$ cat src/rtl/nonce_dispatch_multi.sv
// Multi-core nonce dispatcher: interleaves nonce slices across NUM_CORES hashers,
// realigns their pipelined results and queues golden nonces for the comm side.
module nonce_dispatch_multi #(
  parameter int          NUM_CORES    = 2,
  parameter int          PIPE_LATENCY = 253,
  parameter logic [31:0] MATCH_VALUE  = 32'hA41F32E7,
  parameter int          FIFO_DEPTH   = 8,
  // Width of the searched nonce space; values below 32 shrink the sweep.
  parameter int          NONCE_BITS   = 32
) (
  input  logic                      hash_clk,
  input  logic                      reset,
  input  logic                      new_work,
  input  logic [255:0]              work_midstate,
  input  logic [95:0]               work_data,
  output logic [255:0]              core_midstate,
  output logic [95:0]               core_data,
  output logic [32*NUM_CORES-1:0]   core_nonce,
  input  logic [32*NUM_CORES-1:0]   core_hash,
  output logic                      busy,
  output logic                      exhausted,
  output logic                      nonce_valid,
  output logic [31:0]               nonce_out,
  input  logic                      nonce_ready,
  output logic                      overflow,
  output logic [$clog2(FIFO_DEPTH):0] fifo_count
);

  localparam int L     = $clog2(NUM_CORES);
  localparam int W     = NONCE_BITS - L;
  localparam int WU_W  = (PIPE_LATENCY > 1) ? $clog2(PIPE_LATENCY) : 1;
  localparam int PTR_W = $clog2(FIFO_DEPTH);
  localparam int CNT_W = PTR_W + 1;

  localparam logic [W-1:0]    B_MAX  = '1;
  localparam logic [WU_W-1:0] WU_MAX = WU_W'(PIPE_LATENCY - 1);

  typedef enum logic [2:0] {
    S_IDLE,
    S_FILL,
    S_RUN,
    S_DRAIN,
    S_DONE
  } state_t;

  state_t                 state_q, state_d;
  logic [W-1:0]           b_q, b_d;
  logic [W-1:0]           cb_q, cb_d;
  logic [WU_W-1:0]        wu_q, wu_d;
  logic [NUM_CORES-1:0]   hit_q, hit_d;
  logic [W-1:0]           hit_base_q, hit_base_d;
  logic [255:0]           midstate_q, midstate_d;
  logic [95:0]            data_q, data_d;
  logic [PTR_W-1:0]       wr_ptr_q, wr_ptr_d;
  logic [PTR_W-1:0]       rd_ptr_q, rd_ptr_d;
  logic [CNT_W-1:0]       count_q, count_d;
  logic                   overflow_q, overflow_d;
  logic [31:0]            mem_q [FIFO_DEPTH];

  logic [31:0]            win_idx;
  logic [31:0]            wr_nonce;
  logic                   wr_en;
  logic                   multi_hit;
  logic                   fifo_full;
  logic                   push;
  logic                   pop;

  // Sequencer: new_work restarts the sweep from any state.
  // NOTE: every always_comb output gets a default first so no path leaves it unassigned (no latches).
  always_comb begin
    state_d    = state_q;
    b_d        = b_q;
    cb_d       = cb_q;
    wu_d       = wu_q;
    hit_d      = '0;
    hit_base_d = hit_base_q;
    midstate_d = midstate_q;
    data_d     = data_q;

    if (new_work) begin
      midstate_d = work_midstate;
      data_d     = work_data;
      b_d        = '0;
      cb_d       = '0;
      wu_d       = '0;
      state_d    = S_FILL;
    end else begin
      case (state_q)
        S_FILL: begin
          b_d  = b_q + W'(1);
          wu_d = wu_q + WU_W'(1);
          if (wu_q == WU_MAX) state_d = S_RUN;
        end
        S_RUN: begin
          for (int k = 0; k < NUM_CORES; k++)
            hit_d[k] = (core_hash[32*k +: 32] == MATCH_VALUE);
          hit_base_d = cb_q;
          cb_d       = cb_q + W'(1);
          if (b_q == B_MAX) state_d = S_DRAIN;
          else              b_d     = b_q + W'(1);
        end
        S_DRAIN: begin
          for (int k = 0; k < NUM_CORES; k++)
            hit_d[k] = (core_hash[32*k +: 32] == MATCH_VALUE);
          hit_base_d = cb_q;
          if (cb_q == B_MAX) state_d = S_DONE;
          else               cb_d    = cb_q + W'(1);
        end
        default: ;
      endcase
    end
  end

  // Lowest-numbered hitting core wins the single write slot.
  always_comb begin
    win_idx = '0;
    for (int k = NUM_CORES - 1; k >= 0; k--)
      if (hit_q[k]) win_idx = 32'(k);
  end

  always_comb begin
    wr_en      = |hit_q;
    multi_hit  = |(hit_q & (hit_q - NUM_CORES'(1)));
    wr_nonce   = (32'(hit_base_q) << L) | win_idx;
    pop        = (count_q != '0) && nonce_ready;
    fifo_full  = (count_q == CNT_W'(FIFO_DEPTH));
    push       = wr_en && (!fifo_full || pop);
    count_d    = count_q + CNT_W'(push) - CNT_W'(pop);
    wr_ptr_d   = wr_ptr_q + PTR_W'(push);
    rd_ptr_d   = rd_ptr_q + PTR_W'(pop);
    overflow_d = overflow_q | (wr_en && fifo_full && !pop) | multi_hit;
  end

  // NOTE: sequential state uses non-blocking assignments so every flop samples pre-edge values.
  always_ff @(posedge hash_clk or posedge reset) begin
    if (reset) begin
      state_q    <= S_IDLE;
      b_q        <= '0;
      cb_q       <= '0;
      wu_q       <= '0;
      hit_q      <= '0;
      hit_base_q <= '0;
      midstate_q <= '0;
      data_q     <= '0;
      wr_ptr_q   <= '0;
      rd_ptr_q   <= '0;
      count_q    <= '0;
      overflow_q <= 1'b0;
    end else begin
      state_q    <= state_d;
      b_q        <= b_d;
      cb_q       <= cb_d;
      wu_q       <= wu_d;
      hit_q      <= hit_d;
      hit_base_q <= hit_base_d;
      midstate_q <= midstate_d;
      data_q     <= data_d;
      wr_ptr_q   <= wr_ptr_d;
      rd_ptr_q   <= rd_ptr_d;
      count_q    <= count_d;
      overflow_q <= overflow_d;
    end
  end

  // NOTE: storage is not reset; the count gates visibility, so stale contents are never observed.
  always_ff @(posedge hash_clk) begin
    if (push) mem_q[wr_ptr_q] <= wr_nonce;
  end

  always_comb begin
    for (int k = 0; k < NUM_CORES; k++)
      core_nonce[32*k +: 32] = (32'(b_q) << L) | 32'(k);
  end

  assign core_midstate = midstate_q;
  assign core_data     = data_q;
  assign busy          = (state_q == S_FILL) || (state_q == S_RUN) || (state_q == S_DRAIN);
  assign exhausted     = (state_q == S_DONE);
  assign nonce_valid   = (count_q != '0);
  assign nonce_out     = nonce_valid ? mem_q[rd_ptr_q] : '0;
  assign overflow      = overflow_q;
  assign fifo_count    = count_q;

endmodule
$ cat config.mk
export PLATFORM = sky130hd
export DESIGN_NAME = nonce_dispatch_multi
export DESIGN_NICKNAME = d
export VERILOG_FILES = /design/src/rtl/nonce_dispatch_multi.sv
export SDC_FILE = /design/constraint.sdc
export NUM_CORES = 1
export LEC_CHECK = 0
export ABC_CLOCK_PERIOD_IN_PS = 17700
export BUFFER_PORTS_ARGS = -buffer_cell sky130_fd_sc_hd__buf_2
export CELL_PAD_IN_SITES_DETAIL_PLACEMENT = 1
export CELL_PAD_IN_SITES_GLOBAL_PLACEMENT = 2
export CORE_AREA = 2 2 338 340
export CTS_BUF_LIST = sky130_fd_sc_hd__clkbuf_16
export CTS_CLUSTER_DIAMETER = 30
export DETAILED_ROUTE_END_ITERATION = 6
export DIE_AREA = 0 0 340 342
export GPL_TIMING_DRIVEN = 0
export PLACE_DENSITY = 0.74
export RECOVER_POWER = 100
export SLEW_MARGIN = 40
export SYNTH_ARGS = -nofsm -noshare
export SYNTH_HDL_FRONTEND = slang
export SYNTH_SLANG_ARGS = --single-unit
$ cat constraint.sdc
create_clock -name hash_clk -period 17.7 [get_ports hash_clk]
set_input_delay 2.655 -clock hash_clk [delete_from_list [all_inputs] [get_ports hash_clk]]
set_output_delay 2.655 -clock hash_clk [all_outputs]
set_load 0.05 [all_outputs]
==> reports/qor.txt, run 1 <==
POWER AND IR DROP
-----------------------------------------------------------------------------------------
Worst VDD drop                                                                     120 uV
Overall power                                                                     6.51 mW
Static leakage                                                                    16.6 nW
Pwr/cell area                                                                  158 mW/mm2

TIMING
-----------------------------------------------------------------------------------------
Clock Skews                                                                     0.0464 ns
Setup ws final                                                                    8.51 ns
Fin crit share                                                                      51.9%
Setup-violating endpoint count in the final report                                      0
Min Tclk post-route                                                               9.19 ns
Final max-slew violation count                                                        341
Hold violation count in the final report                                                0
Slew HR                                                                             -177%
RSZ-0062 raised after global routing                                                   no
Transition at the pin with the smallest max-transition slack                      4.15 ns
Max Clk Rate                                                                      109 MHz

CRITICAL PATH
-----------------------------------------------------------------------------------------
Arrival time worst endpoint                                                       9.23 ns
Biggest fanout along the worst timing path                                             63
Source of the critical timing path                                                  reset
Worst setup path end                                                         core_midstate[10]
Reg2Reg Capture Point                                                        mem_q[7][30]
Critical path buffers and inverters                                                     4
Cell Chain, Critical Path                                                    buf_2 > clkinvlp_2 > clkbuf_1 > clkbuf_1
Reg2Reg Setup Slack                                                              13.01 ns
Critical-path top delay cell                                                     clkbuf_1
Endpoint kind of the worst setup timing path                                 asynchronous set/reset pin
R2r startpoint                                                               fifo_count[2]
Gate family responsible for the most delay along the worst path              buffers and inverters
Critical path data required time                                                 17.74 ns
Kind of launch point of the worst setup path                                    input pin
Critical Path Most Common Cell                                                   clkbuf_1
Worst reg2reg path depth                                                               11
Depth of the critical timing path with buffers and inverters included                   4
Largest stage delay on the critical path                                          2.60 ns
Crit Path Class                                                                  in2async

CLOCK TREE
-----------------------------------------------------------------------------------------
Number of resized instances in the post-cts repair step                                 0
Max Root-Sink Buffers                                                                   3
Cts hold-fix bufs                                                                       0
Clock root buffer                                                               clkbuf_16
Num CTS Buffers                                                                       178
Count of H-tree levels built during CTS                                                 4
Worst-Skew Late Latency                                                           0.75 ns
Clock transition at the registers of the reported paths                           0.04 ns
CTS tree                                                                             done
CTS sink count                                                                        725
Number of post-CTS setup repair buffers                                                 0

PLACE
-----------------------------------------------------------------------------------------
Count of buffers inserted at the top-level ports                                      873
Half-perimeter wire length of the detailed placement result                     102000 um
Placed Cells incl. Taps                                                              4232
Placer Congestion                                                                   0.902
Worst slack at placement                                                         12.15 ns

FLOORPLANNING
-----------------------------------------------------------------------------------------
Die Footprint                                                                   0.116 mm2
Initial Utilization                                                                 25.8%
Std-Cell Core Area                                                              0.113 mm2
# rows                                                                                124
Boundary pin count                                                                    876
Die width                                                                          340 um
Die boundary height                                                                342 um

DETAILED ROUTING
-----------------------------------------------------------------------------------------
Detailed Routing Iterations Pass 1                                                      4
WL/cell                                                                           27.9 um
Violation count after the first detailed-routing iteration                           1215
DRC violations left                                                                     0
Via count                                                                           21200
ANT nets after route                                                                    0
Via-to-Cell Ratio                                                                    4.60
Wire length reported by the detailed router                                     129000 um

SYNTHESIS
-----------------------------------------------------------------------------------------
Cell count after synthesis                                                           1800
Netlist area before placement                                                  0.0292 mm2
Dominant cells by area after synthesis                                       dfrtp_1 (40%), edfxtp_1 (26%), mux2_2 (15%)
Prevailing post-synth register cell                                               dfrtp_1
Proportion of register bits with asynchronous set or reset after synthesis          64.7%
Cell taking the most area after synthesis                                         dfrtp_1
Post-Syn Nets                                                                        2234
Average size of a mapped cell                                                    16.2 um2
Number of flops mapped to enable cells by yosys                                       256
Number of flip-flops and latches in the synthesized netlist                           725
Post-synth top area share                                                           40.2%
Ys Warns                                                                                0
Register area share after synthesis                                                 66.6%
Synth unique cells                                                                     62

GLOBAL ROUTING
-----------------------------------------------------------------------------------------
Largest net degree at the start of global routing                                      75
Aggregate global routing overflow                                                       0
Vias in the first global route                                                      22500
Global-route wire length before repair                                          177000 um
Number of antenna violations at the first check in global routing                     108
Global-route usage over all layers                                                  21.8%

MIN PATH
-----------------------------------------------------------------------------------------
Classification of the worst-slack hold path                                       reg2reg

FINAL LAYOUT
-----------------------------------------------------------------------------------------
Layout Nets                                                                          3335
Share of cells above drive strength 1                                               40.2%
Layout-stage area growth over the synthesis result                                  41.5%
Post-route non-filler standard cell count                                            4616
Final core area utilization                                                         36.5%

STATUS
-----------------------------------------------------------------------------------------
Failing checks                                                               capacitance limit, slew limit
Status                                                                       finished, violations left

FLOW RUN
-----------------------------------------------------------------------------------------
Number of max-capacitance violations reported                                           6

[power breakdown]
part / internal (mW) / switching, mW
Clock: 2.18 / 1.09
Combinational: 0.371 / 0.990
Sequential: 1.83 / 0.0574
Total: 4.38 / 2.13
[how the worst min path moves through the flow]
stage	slack [ns]	end	from	cells after the start
after floorplan	0.48	rd_ptr_q[1]	rd_ptr_q[1]	1
after global placement	0.46	overflow	overflow	1
after detailed placement	0.47	overflow	overflow	1
after CTS	0.49	overflow	overflow	1
after global routing	0.50	rd_ptr_q[1]	rd_ptr_q[1]	1
final	0.49	overflow	overflow	1
[synthesized netlist by cell type (5+ instances only)]
master,instances
and2_1,8
buf_2,31
xor2_1,7
or3_1,20
nor2_1,61
nand4_1,19
nor4bb_1,8
clkbuf_1,44
mux4_2,64
inv_1,18
a21oi_1,57
mux2_1,8
mux2_2,384
nand3_1,20
nor4b_1,6
buf_4,38
and3_1,18
o21ai_0,22
buf_6,5
nor2b_1,11
mux2i_1,33
and4_1,12
edfxtp_1,256
dfrtp_1,469
nor3_1,7
nand2_1,37
nor4_1,10
ha_1,13
o31ai_1,30
or4_1,29
buf_1,9
[final cells by class]
type	instances	area, um2
fillers	12200	71800
flip-flops and latches	725	19400
multi-input cells	929	8970
inverters	18	68.8
plain buffers	128	669
well taps	1512	1890
clock buffers	183	4580
repair buffers	921	4040
diodes	53	133
clock inverters	147	1500
[routing by layer]
metal  global-route usage, %  share of wire [%]  vias to the layer above
met5                    3.47               0.28                        -
met4                    10.3                5.0                       12
met3                    11.1                 13                      293
met2                    33.6                 46                      924
met1                    24.9                 36                    10900
li1                        -                  -                     9084
[flip-flops by register name, summed over array words and instances (netlist names)]
| name | cells |
|---|---|
| state_q | 3 |
| wr_ptr_q | 3 |
| overflow | 1 |
| core_data | 96 |
| fifo_count | 4 |
| core_midstate | 256 |
| wu_q | 8 |
| hit_q | 2 |
| b_q | 31 |
| cb_q | 31 |
| rd_ptr_q | 3 |
| mem_q | 256 |
| hit_base_q | 31 |
[per-stage QoR]
step	hold slack, ns	cell area [um2]	setup TNS (ns)
final	0.491	41300	0
after floorplan	0.477	29200	0
after global routing	0.504	41200	0
after CTS	0.491	42100	0
after detailed placement	0.474	36000	0
after global placement	0.463	35400	-2243.82
[cell families (layout without fill, tap and decap cells)]
family | after synthesis | count (layout) | share of synthesized area, %
AO/OA/AOI/OAI | 121 | 121 | 2.45
flip-flops | 725 | 725 | 66.6
other | 2 | 55 | 0.0258
AND/OR/NAND/NOR | 294 | 294 | 6.17
adder cells (fa/ha/maj) | 14 | 14 | 0.626
multiplexers | 489 | 489 | 21.2
XOR/XNOR | 9 | 9 | 0.270
buffers and inverters | 146 | 1397 | 2.63
[worst reg2reg max path: cells and delay by family (launching register included)]
| family | cells | cell delay [ns] |
|---|---|---|
| fa+ha+maj | 1 | 0.21 |
| buf+inv | 5 | 2.13 |
| flops | 1 | 0.33 |
| simple gates | 5 | 1.63 |
[cell usage in the layout, fill, tap and decap left out, types with 6 or more instances in the layout]
master      count
nor4bb_1        8
clkinv_2       30
or4_1          29
clkbuf_1      573
buf_2         430
o21ai_0        22
mux2i_1        33
and2_1          7
nand4_1        19
nor2b_1        11
inv_1          36
clkinvlp_4     25
dfrtp_1       469
nand3_1        20
nand2_1        37
ha_1           13
nor4b_1         6
diode_2        53
o31ai_1        30
clkinv_1       24
inv_6          10
mux2_2        380
bufinv_16      21
buf_4          38
nor3_1          7
and3_1         18
nor2_1         61
edfxtp_1      256
or3_1          20
xor2_1          7
nor4_1         10
a21oi_1        57
clkinv_4        9
and4_1         12
mux2_1         12
mux4_2         64
clkbuf_16     183
(Power assumes the default switching activity.)
==> run 2, diff against run 1 <==
--- a/config.mk
+++ b/config.mk
@@ -5,15 +5,15 @@
 export SDC_FILE = /design/constraint.sdc
 export NUM_CORES = 1
 export LEC_CHECK = 0
-export ABC_CLOCK_PERIOD_IN_PS = 17700
+export ABC_CLOCK_PERIOD_IN_PS = 7950
 export BUFFER_PORTS_ARGS = -buffer_cell sky130_fd_sc_hd__buf_2
 export CELL_PAD_IN_SITES_DETAIL_PLACEMENT = 1
 export CELL_PAD_IN_SITES_GLOBAL_PLACEMENT = 2
-export CORE_AREA = 2 2 338 340
+export CORE_AREA = 2 2 343 345
 export CTS_BUF_LIST = sky130_fd_sc_hd__clkbuf_16
 export CTS_CLUSTER_DIAMETER = 30
 export DETAILED_ROUTE_END_ITERATION = 6
-export DIE_AREA = 0 0 340 342
+export DIE_AREA = 0 0 345 347
 export GPL_TIMING_DRIVEN = 0
 export PLACE_DENSITY = 0.74
 export RECOVER_POWER = 100
==> constraint.sdc (replaced) <==
create_clock -name hash_clk -period 7.95 [get_ports hash_clk]
set_input_delay 1.1925 -clock hash_clk [delete_from_list [all_inputs] [get_ports hash_clk]]
set_output_delay 1.1925 -clock hash_clk [all_outputs]
set_load 0.05 [all_outputs]
==> run 2 against run 1 <==
Net effect:
- worst hold slack got worse by 0.068 ns
- utilization decreased by 0.44 points
- sequential cell count is the same
- sequential share of layout area down 0.51 points
- critical path type unchanged
- highest routed layer is now met4
- global-route usage is 0.69 points higher
- the flow now finishes without violations
- critical endpoint is now core_midstate[124]
==> reports/qor.txt, run 2 (synthesis results as in run 1) <==
CRITICAL PATH
--------------------------------------------------------------------------------
Critical Path Most Common Cell                                          clkbuf_1
R2r startpoint                                                      fifo_count[2]
Worst reg2reg path depth                                                      11
Largest stage delay on the critical path                                 1.08 ns
Biggest fanout along the worst timing path                                    23
Critical-path top delay cell                                            clkbuf_1
Reg2Reg Setup Slack                                                      3.32 ns
Kind of launch point of the worst setup path                           input pin
Reg2Reg Capture Point                                               mem_q[3][26]
Critical path data required time                                         8.88 ns
Arrival time worst endpoint                                              6.16 ns
Endpoint kind of the worst setup timing path                        asynchronous set/reset pin
Crit Path Class                                                         in2async
Cell Chain, Critical Path                                           buf_2 > clkinvlp_2 > clkbuf_1 > clkbuf_1 > clkbuf_1 > clkbuf_1 > clkbuf_1 > buf_16 > buf_12 > buf_12

POWER AND IR DROP
--------------------------------------------------------------------------------
Worst VDD drop                                                            254 uV
Static leakage                                                           16.8 nW
Pwr/cell area                                                         355 mW/mm2

DETAILED ROUTING
--------------------------------------------------------------------------------
WL/cell                                                                  29.2 um
Top layer reached by signal wires                                           met4
Via count                                                                  21600
Met3 routed WL                                                          12400 um
Via-to-Cell Ratio                                                           4.65
Detailed-routed wire length on met2                                     68000 um
Wire length reported by the detailed router                            136000 um
DRC violations left                                                            0
ANT nets after route                                                           0
Violation count after the first detailed-routing iteration                  1405
Post-route met1 wirelength                                              50000 um
Detailed Routing Iterations Pass 1                                             5

FINAL LAYOUT
--------------------------------------------------------------------------------
Share of cells above drive strength 1                                      40.3%
Post-route cell area                                                  0.0417 mm2
Layout-stage area growth over the synthesis result                         43.1%
Final core area utilization                                                36.0%
Most common library cell in the layout ignoring fill and taps           clkbuf_1
Most frequent cells in the layout                                   clkbuf_1 (584), dfrtp_1 (469), buf_2 (431), mux2_2 (382), edfxtp_1 (256)
Layout Nets                                                                 3361

GLOBAL ROUTING
--------------------------------------------------------------------------------
Vias in the first global route                                             23100
Largest net degree at the start of global routing                             25
Number of antenna violations at the first check in global routing            112
Global-route wire length before repair                                 188000 um
Global-route usage over all layers                                         22.5%
Aggregate global routing overflow                                              0

CLOCK TREE
--------------------------------------------------------------------------------
Clock root buffer                                                      clkbuf_16
Number of resized instances in the post-cts repair step                        0
CTS sink count                                                               725
Count of H-tree levels built during CTS                                        4
Num CTS Buffers                                                              188
Number of post-CTS setup repair buffers                                        0
Max Root-Sink Buffers                                                          3
Worst-Skew Late Latency                                                  0.79 ns
Cts hold-fix bufs                                                              0
CTS tree                                                                    done
Clock transition at the registers of the reported paths                  0.04 ns

FLOORPLANNING
--------------------------------------------------------------------------------
Die width                                                                 345 um
Std-Cell Core Area                                                     0.116 mm2
Die boundary height                                                       347 um
Die Footprint                                                          0.120 mm2
Boundary pin count                                                           876
Initial Utilization                                                        25.2%
# rows                                                                       125

TIMING
--------------------------------------------------------------------------------
Final max-slew violation count                                                 0
Setup-violating endpoint count in the final report                             0
Clock Skews                                                            0.0546 ns
Min Tclk post-route                                                      5.23 ns
RSZ-0062 raised after global routing                                          no
Transition at the pin with the smallest max-transition slack             1.45 ns
Slew HR                                                                    3.44%
Max Clk Rate                                                             191 MHz
Fin crit share                                                             65.8%
Tightest hold margin                                                    0.423 ns
Hold violation count in the final report                                       0

MIN PATH
--------------------------------------------------------------------------------
Classification of the worst-slack hold path                             in2async

PLACE
--------------------------------------------------------------------------------
Placer Congestion                                                          0.936
Instance area after placement                                         0.0364 mm2
Count of buffers inserted at the top-level ports                             873
Half-perimeter wire length of the detailed placement result            109000 um

STATUS
--------------------------------------------------------------------------------
Status                                                                 completed

FLOW RUN
--------------------------------------------------------------------------------
Number of max-capacitance violations reported                                  0

## run 2: cell types whose count changed in the layout (fill, tap and decap cells not counted), sizes merged
cell	before	now
clkinvlp	26	21
clkinv	71	90
bufinv	21	20
inv	47	48
diode	53	38
clkbuf	757	775
buf	475	480
## run 2: layer usage
| metal | track usage (%) | up-vias |
|---|---|---|
| li1 | - | 9107 |
| met1 | 25.7 | 11200 |
| met2 | 38.3 | 967 |
| met3 | 8.26 | 333 |
| met4 | 8.67 | 0 |
| met5 | 0 | - |
## run 2: critical path, delay by kind of cell
family / cells / cell delay, ns
buffers and inverters: 10 / 4.91
## run 2: how the worst max path moves through the flow
stage	from	to	slack (ns)	depth (start not counted)
finish	reset	core_midstate[124]	2.72	10
global route	reset	core_midstate[124]	2.06	10
CTS	rd_ptr_q[0]	nonce_out[5]	3.22	6
detailed placement	nonce_ready	mem_q[1][30]	3.84	12
global placement	reset	core_midstate[171]	-3.48	2
floorplan	reset	b_q[0]	0.41	1
## run 2: cell type report
| cell class | instances | area, um2 |
|---|---|---|
| timing repair buffer | 937 | 4160 |
| multi-input combinational | 929 | 8950 |
| buffer | 128 | 673 |
| tap | 1524 | 1910 |
| inverter | 18 | 68.8 |
| fill | 12500 | 74000 |
| clock inverter | 161 | 1690 |
| sequential | 725 | 19400 |
| antenna | 38 | 95.1 |
| clock buffer | 190 | 4750 |
## run 2: through the flow
| stage | setup TNS, ns | worst slack [ns] | cells | power [mW] |
|---|---|---|---|---|
| CTS | 0 | 3.22 | 4612 | 15.1 |
| floorplan | 0 | 0.407 | 1800 | 6.43 |
| finish | 0 | 2.72 | 4650 | 14.8 |
| global placement | -1642.35 | -3.48 | 4197 | 7.40 |
| global route | 0 | 2.06 | 4629 | 15.3 |
| detailed placement | 0 | 3.84 | 4261 | 7.45 |
## run 2: where the power goes
group	switching (mW)	internal (mW)
sequential	0.154	4.06
clock	2.53	5.02
combinational	2.20	0.828
total	4.89	9.91
==> run 3, diff against run 2 <==
--- a/config.mk
+++ b/config.mk
@@ -5,17 +5,18 @@
 export SDC_FILE = /design/constraint.sdc
 export NUM_CORES = 1
 export LEC_CHECK = 0
-export ABC_CLOCK_PERIOD_IN_PS = 7950
+export ABC_AREA = 1
+export ABC_CLOCK_PERIOD_IN_PS = 5360
 export BUFFER_PORTS_ARGS = -buffer_cell sky130_fd_sc_hd__buf_2
 export CELL_PAD_IN_SITES_DETAIL_PLACEMENT = 1
 export CELL_PAD_IN_SITES_GLOBAL_PLACEMENT = 2
-export CORE_AREA = 2 2 343 345
+export CORE_AREA = 2 2 344 346
 export CTS_BUF_LIST = sky130_fd_sc_hd__clkbuf_16
 export CTS_CLUSTER_DIAMETER = 30
 export DETAILED_ROUTE_END_ITERATION = 6
-export DIE_AREA = 0 0 345 347
+export DIE_AREA = 0 0 346 348
 export GPL_TIMING_DRIVEN = 0
-export PLACE_DENSITY = 0.74
+export PLACE_DENSITY = 0.81
 export RECOVER_POWER = 100
 export SLEW_MARGIN = 40
 export SYNTH_ARGS = -nofsm -noshare
==> constraint.sdc (replaced) <==
create_clock -name hash_clk -period 5.36 [get_ports hash_clk]
set_input_delay 0.804 -clock hash_clk [delete_from_list [all_inputs] [get_ports hash_clk]]
set_output_delay 0.804 -clock hash_clk [all_outputs]
set_load 0.05 [all_outputs]
==> run 3 against run 2 <==
Net effect:
- the run now ends with capacitance limit left
- utilization is 0.26 points higher
- sequential power is 47% higher
- wire length is 3.4% higher
- non-clock buffer count is 35 higher
- register-to-register slack worse by 2.3 ns
- worst setup slack worse by 1.9 ns
- die area is 0.58% higher
- worst hold slack worse by 0.22 ns
- sequential cell count stayed put
- via count is 28% higher
- critical path type is now reg2out
- largest cell class unchanged
- largest power group unchanged
==> reports/qor.txt, run 3 <==
TIMING
-----------------------------------------------------------------------------------------
Final max-slew violation count                                                          0
RSZ-0062 raised after global routing                                                   no
Hold violation count in the final report                                                0
Fin crit share                                                                      84.6%
Min Tclk post-route                                                               4.54 ns
Slew HR                                                                            0.235%
Sum of negative setup slack                                                          0 ns
Setup-violating endpoint count in the final report                                      0
Clock Skews                                                                     0.0731 ns
Max Clk Rate                                                                      221 MHz
Transition at the pin with the smallest max-transition slack                      1.49 ns

CRITICAL PATH
-----------------------------------------------------------------------------------------
Critical path data required time                                                  4.56 ns
Crit Path Class                                                                   reg2out
Biggest fanout along the worst timing path                                             10
Endpoint kind of the worst setup timing path                                   output pin
Arrival time worst endpoint                                                       3.73 ns
Kind of launch point of the worst setup path                                         flop

FLOW RUN
-----------------------------------------------------------------------------------------
Number of max-capacitance violations reported                                           1

CLOCK TREE
-----------------------------------------------------------------------------------------
Clock root buffer                                                               clkbuf_16
Num CTS Buffers                                                                       190
Count of H-tree levels built during CTS                                                 4
Number of resized instances in the post-cts repair step                                 0
Worst-Skew Late Latency                                                           0.82 ns
Max Root-Sink Buffers                                                                   3
CTS tree                                                                             done
Clock transition at the registers of the reported paths                           0.05 ns
CTS sink count                                                                        725

GLOBAL ROUTING
-----------------------------------------------------------------------------------------
Global-route wire length before repair                                          202000 um
Number of antenna violations at the first check in global routing                      33
Global-route usage over all layers                                                  23.0%
Vias in the first global route                                                      29300
Aggregate global routing overflow                                                       0
Largest net degree at the start of global routing                                      26

DETAILED ROUTING
-----------------------------------------------------------------------------------------
ANT nets after route                                                                    0
DRC violations left                                                                     0
WL/cell                                                                           23.3 um
Violation count after the first detailed-routing iteration                           1771
Detailed Routing Iterations Pass 1                                                      5
Via count                                                                           27700
Wire length reported by the detailed router                                     141000 um
Via-to-Cell Ratio                                                                    4.59

MIN PATH
-----------------------------------------------------------------------------------------
Classification of the worst-slack hold path                                        in2reg

FLOORPLANNING
-----------------------------------------------------------------------------------------
Boundary pin count                                                                    876
Die width                                                                          346 um
Die boundary height                                                                348 um
Std-Cell Core Area                                                              0.117 mm2
Initial Utilization                                                                 25.7%
# rows                                                                                126
Die Footprint                                                                   0.120 mm2

STATUS
-----------------------------------------------------------------------------------------
Status                                                                       finished, violations left
Failing checks                                                               capacitance limit

POWER AND IR DROP
-----------------------------------------------------------------------------------------
Switching power summed over all nets                                              8.04 mW
Int Power                                                                         14.4 mW
Switching power as a share of total power                                           35.9%
Part of the power in the clock network                                              49.2%
Power share of the sequential group                                                 27.7%
Pwr/cell area                                                                  527 mW/mm2
Static leakage                                                                    19.7 nW
Fraction of power consumed by combinational cells                                   23.1%
Worst VDD drop                                                                     311 uV

PLACE
-----------------------------------------------------------------------------------------
Placed Cells incl. Taps                                                              5676
Placer Congestion                                                                   0.873
Half-perimeter wire length of the detailed placement result                     108000 um
Count of buffers inserted at the top-level ports                                      872

SYNTHESIS
-----------------------------------------------------------------------------------------
Post-Syn Nets                                                                        3662
Cell with the most instances after synthesis                                      nand2_1
Netlist area before placement                                                  0.0300 mm2
Prevailing post-synth register cell                                               dfrtp_1
Proportion of register bits with asynchronous set or reset after synthesis          64.7%
Cell count after synthesis                                                           3228
Cell taking the most area after synthesis                                         dfrtp_1
Synth top cells by count                                                     nand2_1 (1363), dfrtp_1 (469), nor2_1 (341), edfxtp_1 (256), o21ai_0 (235)
Dominant cells by area after synthesis                                       dfrtp_1 (39%), edfxtp_1 (26%), nand2_1 (17%)
Synth unique cells                                                                     36
Average size of a mapped cell                                                    9.30 um2
Ys Warns                                                                                0
Post-synth top area share                                                           39.1%
Register area share after synthesis                                                 64.7%
Number of flip-flops and latches in the synthesized netlist                           725
Number of flops mapped to enable cells by yosys                                       256

FINAL LAYOUT
-----------------------------------------------------------------------------------------
Layout Nets                                                                          4767
Share of cells above drive strength 1                                               17.4%
Most common library cell in the layout ignoring fill and taps                     nand2_1
Layout-stage area growth over the synthesis result                                  41.4%
Most frequent cells in the layout                                            nand2_1 (1367), clkbuf_1 (610), dfrtp_1 (469), buf_2 (427), nor2_1 (344)
Filler cells                                                                        13900
Post-route non-filler standard cell count                                            6041

## run 3: changes by cell type after synthesis, sizes merged, moves of 29 or more
| cell | change |
|---|---|
| a21oi | -49 |
| o21ai | +230 |
| inv | +91 |
| clkbuf | +57 |
| a31oi | +32 |
| nand3 | +67 |
| mux2 | -392 |
| mux4 | -64 |
| o22ai | +32 |
| or4 | -29 |
| o31ai | -30 |
| nand2 | +1330 |
| nor2 | +286 |
| mux2i | -33 |
## run 3: per-layer routing
metal | GRT usage [%] | wire (um) | up-vias
li1 | - | - | 12600
met1 | 28.3 | 57600 | 13800
met2 | 36.4 | 65100 | 1012
met3 | 9.18 | 13100 | 263
met5 | 0 | 15 | -
met4 | 8.29 | 4680 | 2
## run 3: critical path, stage by stage (launching register included)
cell and delay, ns:
dfrtp_1 0.41, buf_2 0.28, clkbuf_1 0.47, clkbuf_1 0.60
nor2_1 0.11, nor2_1 0.11, o21ai_0 0.10, a31oi_1 0.31
clkbuf_1 0.53
## run 3: layout make-up
cell class | count | area, um2 | share of cell area [%]
Inverter | 113 | 428 | 1.01
Buffer | 187 | 837 | 1.97
Clock inverter | 155 | 1470 | 3.47
Antenna cell | 16 | 40.0 | 0.0943
Multi-Input combinational cell | 2203 | 9220 | 21.7
Tap cell | 1536 | 1920 | 4.52
Clock buffer | 193 | 4830 | 11.4
Timing Repair Buffer | 913 | 4300 | 10.1
Sequential cell | 725 | 19400 | 45.7
## run 3: path summary, 6_finish.rpt
kind | from | slack (ns) | depth (start not counted) | endpoint
max reg2reg | fifo_count[2] | 1.06 | 10 | mem_q[0][10]
max | rd_ptr_q[0] | 0.82 | 8 | nonce_out[11]
min | work_data[95] | 0.20 | 3 | core_data[95]
min in group asynchronous | reset | 0.53 | 3 | core_data[24]
min reg2reg | core_midstate[222] | 0.47 | 2 | core_midstate[222]
max in group asynchronous | reset | 1.05 | 12 | core_midstate[135]
## run 3: what timing repair did
| item | CTS | global route |
|---|---|---|
| setup buffers | 0 | 0 |
| endpoints found under the hold margin | 5 | 0 |
| hold buffers | 1 | 0 |
## run 3: cells by family after synthesis
family	synth area share [%]
xor gates and xnor gates	0.700
buffers and inverters	4.47
other	0.0250
DFF	64.7
and+or+nand+nor	23.8
AOI/OAI and AO/OA	5.74
adders and majority gates	0.608
## run 3: stage by stage
stage	area (um2)	total power [mW]	worst slack, ns	hold WS (ns)	utilization [%]
6_report	42500	22.4	0.825	0.199	36.3
3_3_place_gp	36300	11.5	-5.53	0.448	31.1
5_1_grt	42500	23.3	0.515	0.168	36.3
3_5_place_dp	37300	11.6	2.01	0.453	31.9
2_1_floorplan	30000	9.69	-1.79	0.449	-
4_1_cts	43600	22.8	1.06	0.124	37.3
## run 3: power by group through the flow
stage | Clock (mW) | Combinational [mW] | Sequential, mW
3_5_place_dp | 0 | 5.33 | 6.27
3_3_place_gp | 0 | 5.20 | 6.27
6_report | 11.0 | 5.18 | 6.20
5_1_grt | 11.5 | 5.56 | 6.23
2_1_floorplan | 0 | 2.54 | 7.16
4_1_cts | 11.2 | 5.39 | 6.20
